==> config.mk <==
export PLATFORM = sky130hd
export DESIGN_NAME = stage_seq_ctrl
export DESIGN_NICKNAME = d
export VERILOG_FILES = /design/src/rtl/stage_seq_ctrl.sv
export SDC_FILE = /design/constraint.sdc
export NUM_CORES = 1
export LEC_CHECK = 0
export CORE_UTILIZATION = 51
export DETAILED_ROUTE_END_ITERATION = 12
export GPL_ROUTABILITY_DRIVEN = 0
export PLACE_DENSITY = 0.84
export SLEW_MARGIN = 20
export SYNTH_ARGS = -nofsm -noshare
export SYNTH_HDL_FRONTEND = slang
export SYNTH_SLANG_ARGS = --single-unit
==> constraint.sdc <==
create_clock -name clk_in -period 4.18 [get_ports clk_in]
set_input_delay 0.836 -clock clk_in [delete_from_list [all_inputs] [get_ports clk_in]]
set_output_delay 0.836 -clock clk_in [all_outputs]
set_load 0.02 [all_outputs]
==> src/rtl/stage_seq_ctrl.sv <==
// stage_seq_ctrl
//   Sequences NUM_STAGES processing engines (stage 0 first). On an accepted start it
//   releases the enabled engines from reset, then for each enabled stage issues a one-cycle
//   start pulse and waits for that stage's finish, with a configurable gap between steps
//   and an optional per-stage timeout. Completion raises a sticky interrupt.
//
// Ports
//   clk_in, rst_n        clock, asynchronous active-low reset
//   start_sys            run request (sampled only while idle)
//   intr_clr_sys         clears intr_sys / err_timeout / err_stage
//   stage_en             stage enable mask, latched on start
//   timeout_limit        WAIT-cycle limit per stage, 0 = no timeout
//   start_music_addr     music start address, latched on start (start_music_addr_r)
//   start_clr_sys        one-cycle start acknowledge
//   intr_sys             sticky run-complete interrupt
//   busy                 high whenever not idle
//   err_timeout          sticky timeout flag; err_stage holds the one-hot stage
//   rstn_stage           active-low reset per engine
//   start_stage          one-cycle start pulse per engine
//   finish_stage         completion signal per engine
module stage_seq_ctrl #(
  parameter int unsigned NUM_STAGES = 4,
  parameter int unsigned ADDR_W     = 19,
  parameter int unsigned GAP_CYCLES = 2,
  parameter int unsigned TIMEOUT_W  = 16
) (
  input  logic                  clk_in,
  input  logic                  rst_n,
  input  logic                  start_sys,
  input  logic                  intr_clr_sys,
  input  logic [NUM_STAGES-1:0] stage_en,
  input  logic [TIMEOUT_W-1:0]  timeout_limit,
  input  logic [ADDR_W-1:0]     start_music_addr,
  output logic [ADDR_W-1:0]     start_music_addr_r,
  output logic                  start_clr_sys,
  output logic                  intr_sys,
  output logic                  busy,
  output logic                  err_timeout,
  output logic [NUM_STAGES-1:0] err_stage,
  output logic [NUM_STAGES-1:0] rstn_stage,
  output logic [NUM_STAGES-1:0] start_stage,
  input  logic [NUM_STAGES-1:0] finish_stage
);

  localparam int unsigned IDX_W = (NUM_STAGES > 1) ? $clog2(NUM_STAGES) : 1;
  localparam int unsigned GAP_W = (GAP_CYCLES > 1) ? $clog2(GAP_CYCLES) : 1;
  localparam logic [GAP_W-1:0] GapLast = GAP_W'(GAP_CYCLES - 1);

  typedef enum logic [2:0] {StIdle, StArm, StStart, StWait, StGap, StDone} state_e;

  // Lowest enabled stage at or above 'from'; returns {found, index}.
  function automatic logic [IDX_W:0] find_en(input logic [NUM_STAGES-1:0] mask,
                                             input int from);
    logic             found;
    logic [IDX_W-1:0] idx;
    found = 1'b0;
    idx   = '0;
    for (int i = NUM_STAGES - 1; i >= 0; i--) begin
      if (i >= from && mask[i]) begin
        found = 1'b1;
        idx   = IDX_W'(i);
      end
    end
    return {found, idx};
  endfunction

  state_e                r_state, w_state_d;
  logic [IDX_W-1:0]      r_idx, w_idx_d;
  logic [NUM_STAGES-1:0] r_mask, w_mask_d;
  logic [ADDR_W-1:0]     r_addr, w_addr_d;
  logic [GAP_W-1:0]      r_gap, w_gap_d;
  logic [TIMEOUT_W-1:0]  r_to, w_to_d, w_to_inc;
  logic                  r_start_clr, w_start_clr_d;
  logic                  r_intr, w_intr_d;
  logic                  r_busy, w_busy_d;
  logic                  r_err, w_err_d;
  logic [NUM_STAGES-1:0] r_err_stage, w_err_stage_d;
  logic [NUM_STAGES-1:0] r_rstn, w_rstn_d;
  logic [NUM_STAGES-1:0] r_start, w_start_d;
  logic                  w_accept, w_set_done, w_set_err;
  logic [IDX_W:0]        w_first, w_next;

  assign w_first = find_en(r_mask, 0);
  assign w_next  = find_en(r_mask, int'(r_idx) + 1);

  always_comb begin
    w_state_d  = r_state;
    w_idx_d    = r_idx;
    w_mask_d   = r_mask;
    w_addr_d   = r_addr;
    w_gap_d    = r_gap;
    w_to_d     = r_to;
    w_accept   = 1'b0;
    w_set_done = 1'b0;
    w_set_err  = 1'b0;
    // Saturating increment so a long wait never wraps past the limit.
    w_to_inc   = (r_to == '1) ? r_to : r_to + 1'b1;

    case (r_state)
      StIdle: begin
        if (start_sys) begin
          w_accept  = 1'b1;
          w_mask_d  = stage_en;
          w_addr_d  = start_music_addr;
          w_gap_d   = '0;
          w_state_d = StArm;
        end
      end
      StArm: begin
        if (r_gap == GapLast) begin
          if (w_first[IDX_W]) begin
            w_idx_d   = w_first[IDX_W-1:0];
            w_state_d = StStart;
          end else begin
            w_state_d = StDone;
          end
        end else begin
          w_gap_d = r_gap + 1'b1;
        end
      end
      StStart: begin
        w_to_d    = '0;
        w_state_d = StWait;
      end
      StWait: begin
        w_to_d = w_to_inc;
        // Finish is checked first so it wins over a same-cycle timeout.
        if (finish_stage[r_idx]) begin
          if (w_next[IDX_W]) begin
            w_idx_d   = w_next[IDX_W-1:0];
            w_gap_d   = '0;
            w_state_d = StGap;
          end else begin
            w_state_d = StDone;
          end
        end else if (timeout_limit != '0 && w_to_inc >= timeout_limit) begin
          w_set_err = 1'b1;
          w_state_d = StDone;
        end
      end
      StGap: begin
        if (r_gap == GapLast) w_state_d = StStart;
        else                  w_gap_d   = r_gap + 1'b1;
      end
      StDone: begin
        w_set_done = 1'b1;
        w_state_d  = StIdle;
      end
      default: w_state_d = StIdle;
    endcase

    // Sticky flags: clear first so a same-cycle set takes priority.
    w_intr_d      = r_intr;
    w_err_d       = r_err;
    w_err_stage_d = r_err_stage;
    if (intr_clr_sys || w_accept) begin
      w_intr_d      = 1'b0;
      w_err_d       = 1'b0;
      w_err_stage_d = '0;
    end
    if (w_set_done) w_intr_d = 1'b1;
    if (w_set_err) begin
      w_err_d       = 1'b1;
      w_err_stage_d = NUM_STAGES'(1) << r_idx;
    end

    w_start_clr_d = w_accept;
    w_busy_d      = (w_state_d != StIdle);
    w_rstn_d      = w_busy_d ? w_mask_d : '0;
    w_start_d     = (w_state_d == StStart) ? (NUM_STAGES'(1) << w_idx_d) : '0;
  end

  always_ff @(posedge clk_in or negedge rst_n) begin
    if (!rst_n) begin
      r_state     <= StIdle;
      r_idx       <= '0;
      r_mask      <= '0;
      r_addr      <= '0;
      r_gap       <= '0;
      r_to        <= '0;
      r_start_clr <= 1'b0;
      r_intr      <= 1'b0;
      r_busy      <= 1'b0;
      r_err       <= 1'b0;
      r_err_stage <= '0;
      r_rstn      <= '0;
      r_start     <= '0;
    end else begin
      r_state     <= w_state_d;
      r_idx       <= w_idx_d;
      r_mask      <= w_mask_d;
      r_addr      <= w_addr_d;
      r_gap       <= w_gap_d;
      r_to        <= w_to_d;
      r_start_clr <= w_start_clr_d;
      r_intr      <= w_intr_d;
      r_busy      <= w_busy_d;
      r_err       <= w_err_d;
      r_err_stage <= w_err_stage_d;
      r_rstn      <= w_rstn_d;
      r_start     <= w_start_d;
    end
  end

  assign start_music_addr_r = r_addr;
  assign start_clr_sys      = r_start_clr;
  assign intr_sys           = r_intr;
  assign busy               = r_busy;
  assign err_timeout        = r_err;
  assign err_stage          = r_err_stage;
  assign rstn_stage         = r_rstn;
  assign start_stage        = r_start;

endmodule
## After elaboration in Yosys (flattened, before gate mapping)

Index checks and enable logic that the tools add are counted.
Widths: inputs -> output; s select.

- Flip-flop bits (word level): 61
- Output and inout port bits: 35

- $lt $le $gt $ge: 6
- Equal/unequal tests: 10
- Shift-type cells: 2
- $add $sub $neg: 3
- Reductions and logical operators: 16
- Muxes and demuxes: 53

Operators with widths:

| operator | number |
|---|---|
| $pmux 16 s2 | 1 |
| $mux 2 | 12 |
| $mux 4 | 6 |
| $mux 1 | 23 |
| $mux 3 | 6 |
| $add 16x1->16 const B | 1 |
| $eq 16x16->1 const B | 1 |
| $ge 16x16->1 | 1 |
| $mux 16 | 1 |
| $reduce_bool 16->1 | 1 |
| $pmux 3 s5 | 1 |
| $eq 3x2->1 const B | 3 |
| $shl 1x2->4 const A | 2 |
| $eq 3x3->1 const B | 2 |
| $ge 1x3->1 const A | 2 |
| $ge 2x3->1 const A | 2 |
| $ne 2x2->1 const B | 3 |
| $reduce_bool 2->1 | 3 |
| $reduce_bool 3->1 | 2 |
| $logic_and 1x1->1 | 5 |
| $pmux 2 s2 | 1 |
| $reduce_and 4->1 | 1 |
| $add 2x1->3 const B | 1 |
| $eq 3x1->1 const B | 1 |
| 8 further kinds | 8 |

## Depth between registers and ports, before layout

Gate-level depths: netlist of run 1.

- Word-level depth: 12
- Depth in mapped cells: 12

## Worst setup path before layout of run 1

No wires, ideal clock.

- Path kind: reg-to-reg
- Start: register r_to[4]
- End: register r_state[2]
- Required time: 4.062 ns
- Setup slack: 1.178 ns
- Cell stages (with the launch flop): 13
- Clock period less this slack: 3.002 ns
- Setup time: 0.118 ns
- Data arrival time: 2.884 ns
- Path buffers: 1
- Cells stage by stage: dfrtp_1 -> buf_2 -> nand4_4 -> nor3_1 -> nand2_1 -> xor2_1 -> nand2_1 -> ha_1 -> a21o_1 -> a21o_1 -> a2111oi_1 -> a21boi_0 -> a21o_1

- Cells in the longest elaborated chain, start to end: 7

Ends and longest elaborated chain:

| item | RTL line | source |
|---|---|---|
| start: declaration | 72 | `logic [TIMEOUT_W-1:0] r_to, w_to_d, w_to_inc;` |
| start signal: assignment | 194 | `r_to <= w_to_d;` |
| $add 16x1->16 or $eq 16x16->1 (tied branches) | 97 | `w_to_inc = (r_to == '1) ? r_to : r_to + 1'b1;` |
| $mux 16 * | 97 |  |
| $ge 16x16->1 * | 136 | `end else if (timeout_limit != '0 && w_to_inc >= timeout_limit) begin` |
| $logic_and 1x1->1 * | 136 |  |
| $mux 3 * | 136 |  |
| $mux 3 * | 128 | `if (finish_stage[r_idx]) begin` |
| $pmux 3 s5 * | 99 | `case (r_state)` |
| via w_state_d[2] | 67 | `state_e r_state, w_state_d;` |
| end signal: assignment | 175 | `r_state <= StIdle;` |
| end signal: assignment | 189 | `r_state <= w_state_d;` |
| end: declaration | 67 |  |

The timed path passes the listed nets; every way through them passes the cells marked *.
A chain may end at the register's enable or synchronous reset.

## Worst setup path after layout of run 1

- Start: register r_to[3]
- End: register r_state[2]

Same word-level chain as after synthesis.

==> results.txt, run 1 <==
----------------------------------------------------
[Cells and area]
  Antenna cells ... 0
  Area Growth Syn to Fin ... 29.8%
  Layout cell share with drive strength beyond 1 ... 12.1%
  Number of nets in the layout ... 515
  Number of fill cells ... 545

[Routing]
  Routed len/inst ... 15.3 um
  Detailed Routing Iterations Pass 1 ... 4
  Violation count after the first detailed-routing iteration ... 191
  Detailed Route WL ... 8440 um
  Via count normalized by instance count ... 5.62
  Drc violations ... 0
  Vias after detailed routing ... 3094
  Remaining number of nets flagged by the antenna check after routing ... 0

[STA]
  Worst setup margin ... 0.488 ns
  Tcrit/Tclk final ... 88.3%
  Max-slew violations ... 0
  Final min period ... 3.69 ns
  Final setup violation count ... 0
  Tightest Pin Transition ... 0.916 ns
  Setup repair after global routing missed its margin ... false
  WHS ... 0.478 ns
  Final Hold Viols ... 0
  Total negative slack for setup checks ... 0 ns
  Relative max-transition margin ... 38.9%
  Maximum achievable frequency ... 271 MHz
  Worst setup skew after layout ... 0.00845 ns

[Synthesis]
  Commonest register cell after synthesis ... sky130_fd_sc_hd__dfrtp_1
  Sequential area share after synthesis ... 42.0%
  Mapped Nets ... 437
  Number of enable-type register cells in the synthesized netlist ... 0
  Mapped Cells ... 373
  Mapped cell area ... 3630 um^2
  Average cell area after synthesis ... 9.74 um^2
  Unique cell type count in the Yosys netlist ... 63
  Total of flip-flops plus latches after synthesis ... 61
  Count of yosys warnings during synthesis ... 0
  Asr flop ratio synth ... 100%

[Clocking]
  H-Tree Depth ... 3
  Number of clock buffers inserted by TritonCTS ... 9
  Clock edge transition at the registers on the reported setup and hold paths ... 0.07 ns
  Clock sinks ... 61
  Deepest clock path buffer count ... 2
  Clk Tree Root Cell ... sky130_fd_sc_hd__clkbuf_8
  Post-CTS Hold Buffers ... 0
  Clk Latency, worst-skew pair ... 0.34 ns
  Number of instances resized during post-cts repair ... 0
  CTS tree ... built
  Buffers inserted during post-CTS setup optimization ... 0

[Die]
  Die X ... 86.4 um
  Starting density of the core ... 53.2%
  Total Die Area ... 7460 um^2
  Number of top-level pins ... 82
  Std cell rows ... 30
  Die outline height ... 86.4 um
  Core region area ... 6830 um^2

[Setup path]
  Critical path type ... flip-flop to flip-flop
  Critical Path Start Type ... flip-flop
  Required time reported for the critical path endpoint ... 4.41 ns
  Data arrival time of the worst path ... 3.92 ns
  Kind of end point of the critical path ... flip-flop
  Reg2Reg Setup Slack ... 0.49 ns
  Count of cells along the worst register-to-register path ... 11
  Largest fanout of any net on the critical path ... 10

[Job]
  MaxCap Viol Count ... 0

[Hold path]
  Hold path cells ... 1
  Worst min path class ... flip-flop to flip-flop

[Placement]
  DP Worst Slack ... 0.531 ns
  Half-perimeter wire length after placement ... 6160 um
  Number of input and output port buffers inserted ... 81

[Global route]
  GRT Residual Overflow ... 0
  Pin count of the biggest net entering global routing ... 41
  GRT Resource Usage Total ... 24.4%
  Initial antenna violation count ... 0
  Wire length of the first global-routing pass ... 14200 um
  Number of global-route vias before repair ... 3017

[Power and ir drop]
  LEAKAGE ... 2.07 nW
  Total power per unit cell area ... 622 nW/um^2
  Maximum ir drop on the vdd rail ... 0.469 mV
  Final total power ... 0.00293 W

[Status]
  Outcome ... completed

----------------------------------------------------
## synthesized netlist by cell type (6+ instances only)
library cell               instances  area [um^2]
sky130_fd_sc_hd__a21oi_1          19         95.1
sky130_fd_sc_hd__buf_2             6         30.0
sky130_fd_sc_hd__clkbuf_1         10         37.5
sky130_fd_sc_hd__dfrtp_1          61         1530
sky130_fd_sc_hd__ha_1             17          213
sky130_fd_sc_hd__inv_1            24         90.1
sky130_fd_sc_hd__mux2_2           22          248
sky130_fd_sc_hd__mux2i_1           8         80.1
sky130_fd_sc_hd__nand2_1          33          124
sky130_fd_sc_hd__nand2b_1          8         50.1
sky130_fd_sc_hd__nand3_1          12         60.1
sky130_fd_sc_hd__nor2_1           29          109
sky130_fd_sc_hd__nor2b_1           7         43.8
sky130_fd_sc_hd__o21ai_0          13         65.1
sky130_fd_sc_hd__xor2_1            6         52.6
## cell type report
class / count / area (um^2) / share of cell area (%)
Sequential cell: 61 / 1530 / 32.4
Inverter: 24 / 90.1 / 1.91
Timing Repair Buffer: 83 / 821 / 17.4
Clock buffer: 12 / 165 / 3.50
Multi-Input combinational cell: 272 / 1950 / 41.3
Tap cell: 96 / 120 / 2.55
Clock inverter: 3 / 43.8 / 0.929
## layout by cell type, fill, tap and decap left out, drive strengths merged, types with 4 or more instances in the layout
cell type | netlist | final
a211oi | 4 | 4
a21boi | 5 | 5
a21o | 4 | 4
a21oi | 20 | 20
and3 | 5 | 5
clkbuf | 10 | 12
clkdlybuf4s50 | 0 | 80
dfrtp | 61 | 61
ha | 17 | 17
inv | 24 | 24
mux2 | 22 | 22
mux2i | 8 | 8
nand2 | 33 | 33
nand2b | 8 | 8
nand3 | 12 | 12
nand4 | 5 | 5
nor2 | 32 | 32
nor2b | 7 | 7
nor3 | 5 | 5
nor4 | 6 | 6
o211ai | 6 | 6
o21a | 4 | 4
o21ai | 18 | 18
xnor2 | 4 | 4
xor2 | 6 | 6
## worst max-delay path: stages, from the launching register on
cell and delay (ns):
sky130_fd_sc_hd__dfrtp_1 0.56, sky130_fd_sc_hd__nand4_4 0.18, sky130_fd_sc_hd__nor3_1 0.52, sky130_fd_sc_hd__nand2_1 0.20, sky130_fd_sc_hd__xor2_1 0.17, sky130_fd_sc_hd__nand2_1 0.07
sky130_fd_sc_hd__ha_1 0.29, sky130_fd_sc_hd__a21o_1 0.18, sky130_fd_sc_hd__a21o_1 0.16, sky130_fd_sc_hd__a2111oi_1 0.75, sky130_fd_sc_hd__a21boi_0 0.26, sky130_fd_sc_hd__a21o_1 0.24
## final timing paths
kind | start | to
min reg2reg | err_timeout$_DFFE_PN0P_ | err_timeout$_DFFE_PN0P_
max | r_to[3]$_DFFE_PN0P_ | r_state[2]$_DFF_PN0_
max in group asynchronous | rst_n | r_to[1]$_DFFE_PN0P_
max reg2reg | r_to[3]$_DFFE_PN0P_ | r_state[2]$_DFF_PN0_
min in group asynchronous | rst_n | start_music_addr_r[5]$_DFFE_PN0P_
min | err_timeout$_DFFE_PN0P_ | err_timeout$_DFFE_PN0P_
## per-stage QoR
stage                     cell area, um^2  util [%]  std cells
after floorplan                      3630         -        373
after CTS                            4710      69.0        551
final                                4710      69.0        551
after global routing                 4710      69.0        551
after detailed placement             4510      66.0        536
after global placement               4510      66.0        536
## registers in the layout (all words and copies together), names as in the netlist
name	flops
err_stage	4
busy	1
r_to	16
r_mask	4
r_state	3
r_idx	2
err_timeout	1
rstn_stage	4
intr_sys	1
start_music_addr_r	19
r_gap	1
start_stage	4
start_clr_sys	1
## where the power goes
part           internal, W  switching (W)  total, W  leakage, nW
logic             0.000646       0.000716   0.00136         1.19
clock network     0.000321       0.000218  0.000539        0.108
registers         0.000799       0.000233   0.00103        0.775
## routing by layer
metal	share of wire, %	global-route usage (%)
met1	45	32.3
met2	49	40.0
met3	6.4	5.14
met4	0.51	8.03
met5	0	0
## logic make-up after synthesis
family | after synthesis | synth area share, %
AO/OA/AOI/OAI | 83 | 16.0
XOR/XNOR | 10 | 2.41
adder cells (fa/ha/maj) | 17 | 5.86
buffers and inverters | 40 | 4.34
flip-flops | 61 | 42.0
multiplexers | 31 | 9.65
AND/OR/NAND/NOR | 131 | 19.7
Power figures use the tool's default switching activity.
==> run 2, diff against run 1 <==
--- a/config.mk
+++ b/config.mk
@@ -6,6 +6,7 @@
 export NUM_CORES = 1
 export LEC_CHECK = 0
 export CORE_UTILIZATION = 51
+export CTS_CLUSTER_SIZE = 12
 export DETAILED_ROUTE_END_ITERATION = 12
 export GPL_ROUTABILITY_DRIVEN = 0
 export PLACE_DENSITY = 0.84
@@ -13,3 +14,4 @@
 export SYNTH_ARGS = -nofsm -noshare
 export SYNTH_HDL_FRONTEND = slang
 export SYNTH_SLANG_ARGS = --single-unit
+export TNS_END_PERCENT = 20
==> results of run 2 <==
Same layout as run 1: the final DEF is identical, and so are final timing and power.
==> run 3, diff against run 2 <==
--- a/config.mk
+++ b/config.mk
@@ -5,12 +5,12 @@
 export SDC_FILE = /design/constraint.sdc
 export NUM_CORES = 1
 export LEC_CHECK = 0
+export CAP_MARGIN = 20
 export CORE_UTILIZATION = 51
 export CTS_CLUSTER_SIZE = 12
 export DETAILED_ROUTE_END_ITERATION = 12
 export GPL_ROUTABILITY_DRIVEN = 0
 export PLACE_DENSITY = 0.84
-export SLEW_MARGIN = 20
 export SYNTH_ARGS = -nofsm -noshare
 export SYNTH_HDL_FRONTEND = slang
 export SYNTH_SLANG_ARGS = --single-unit
==> results of run 3 <==
Same layout as run 1: the final DEF is identical, and so are final timing and power.
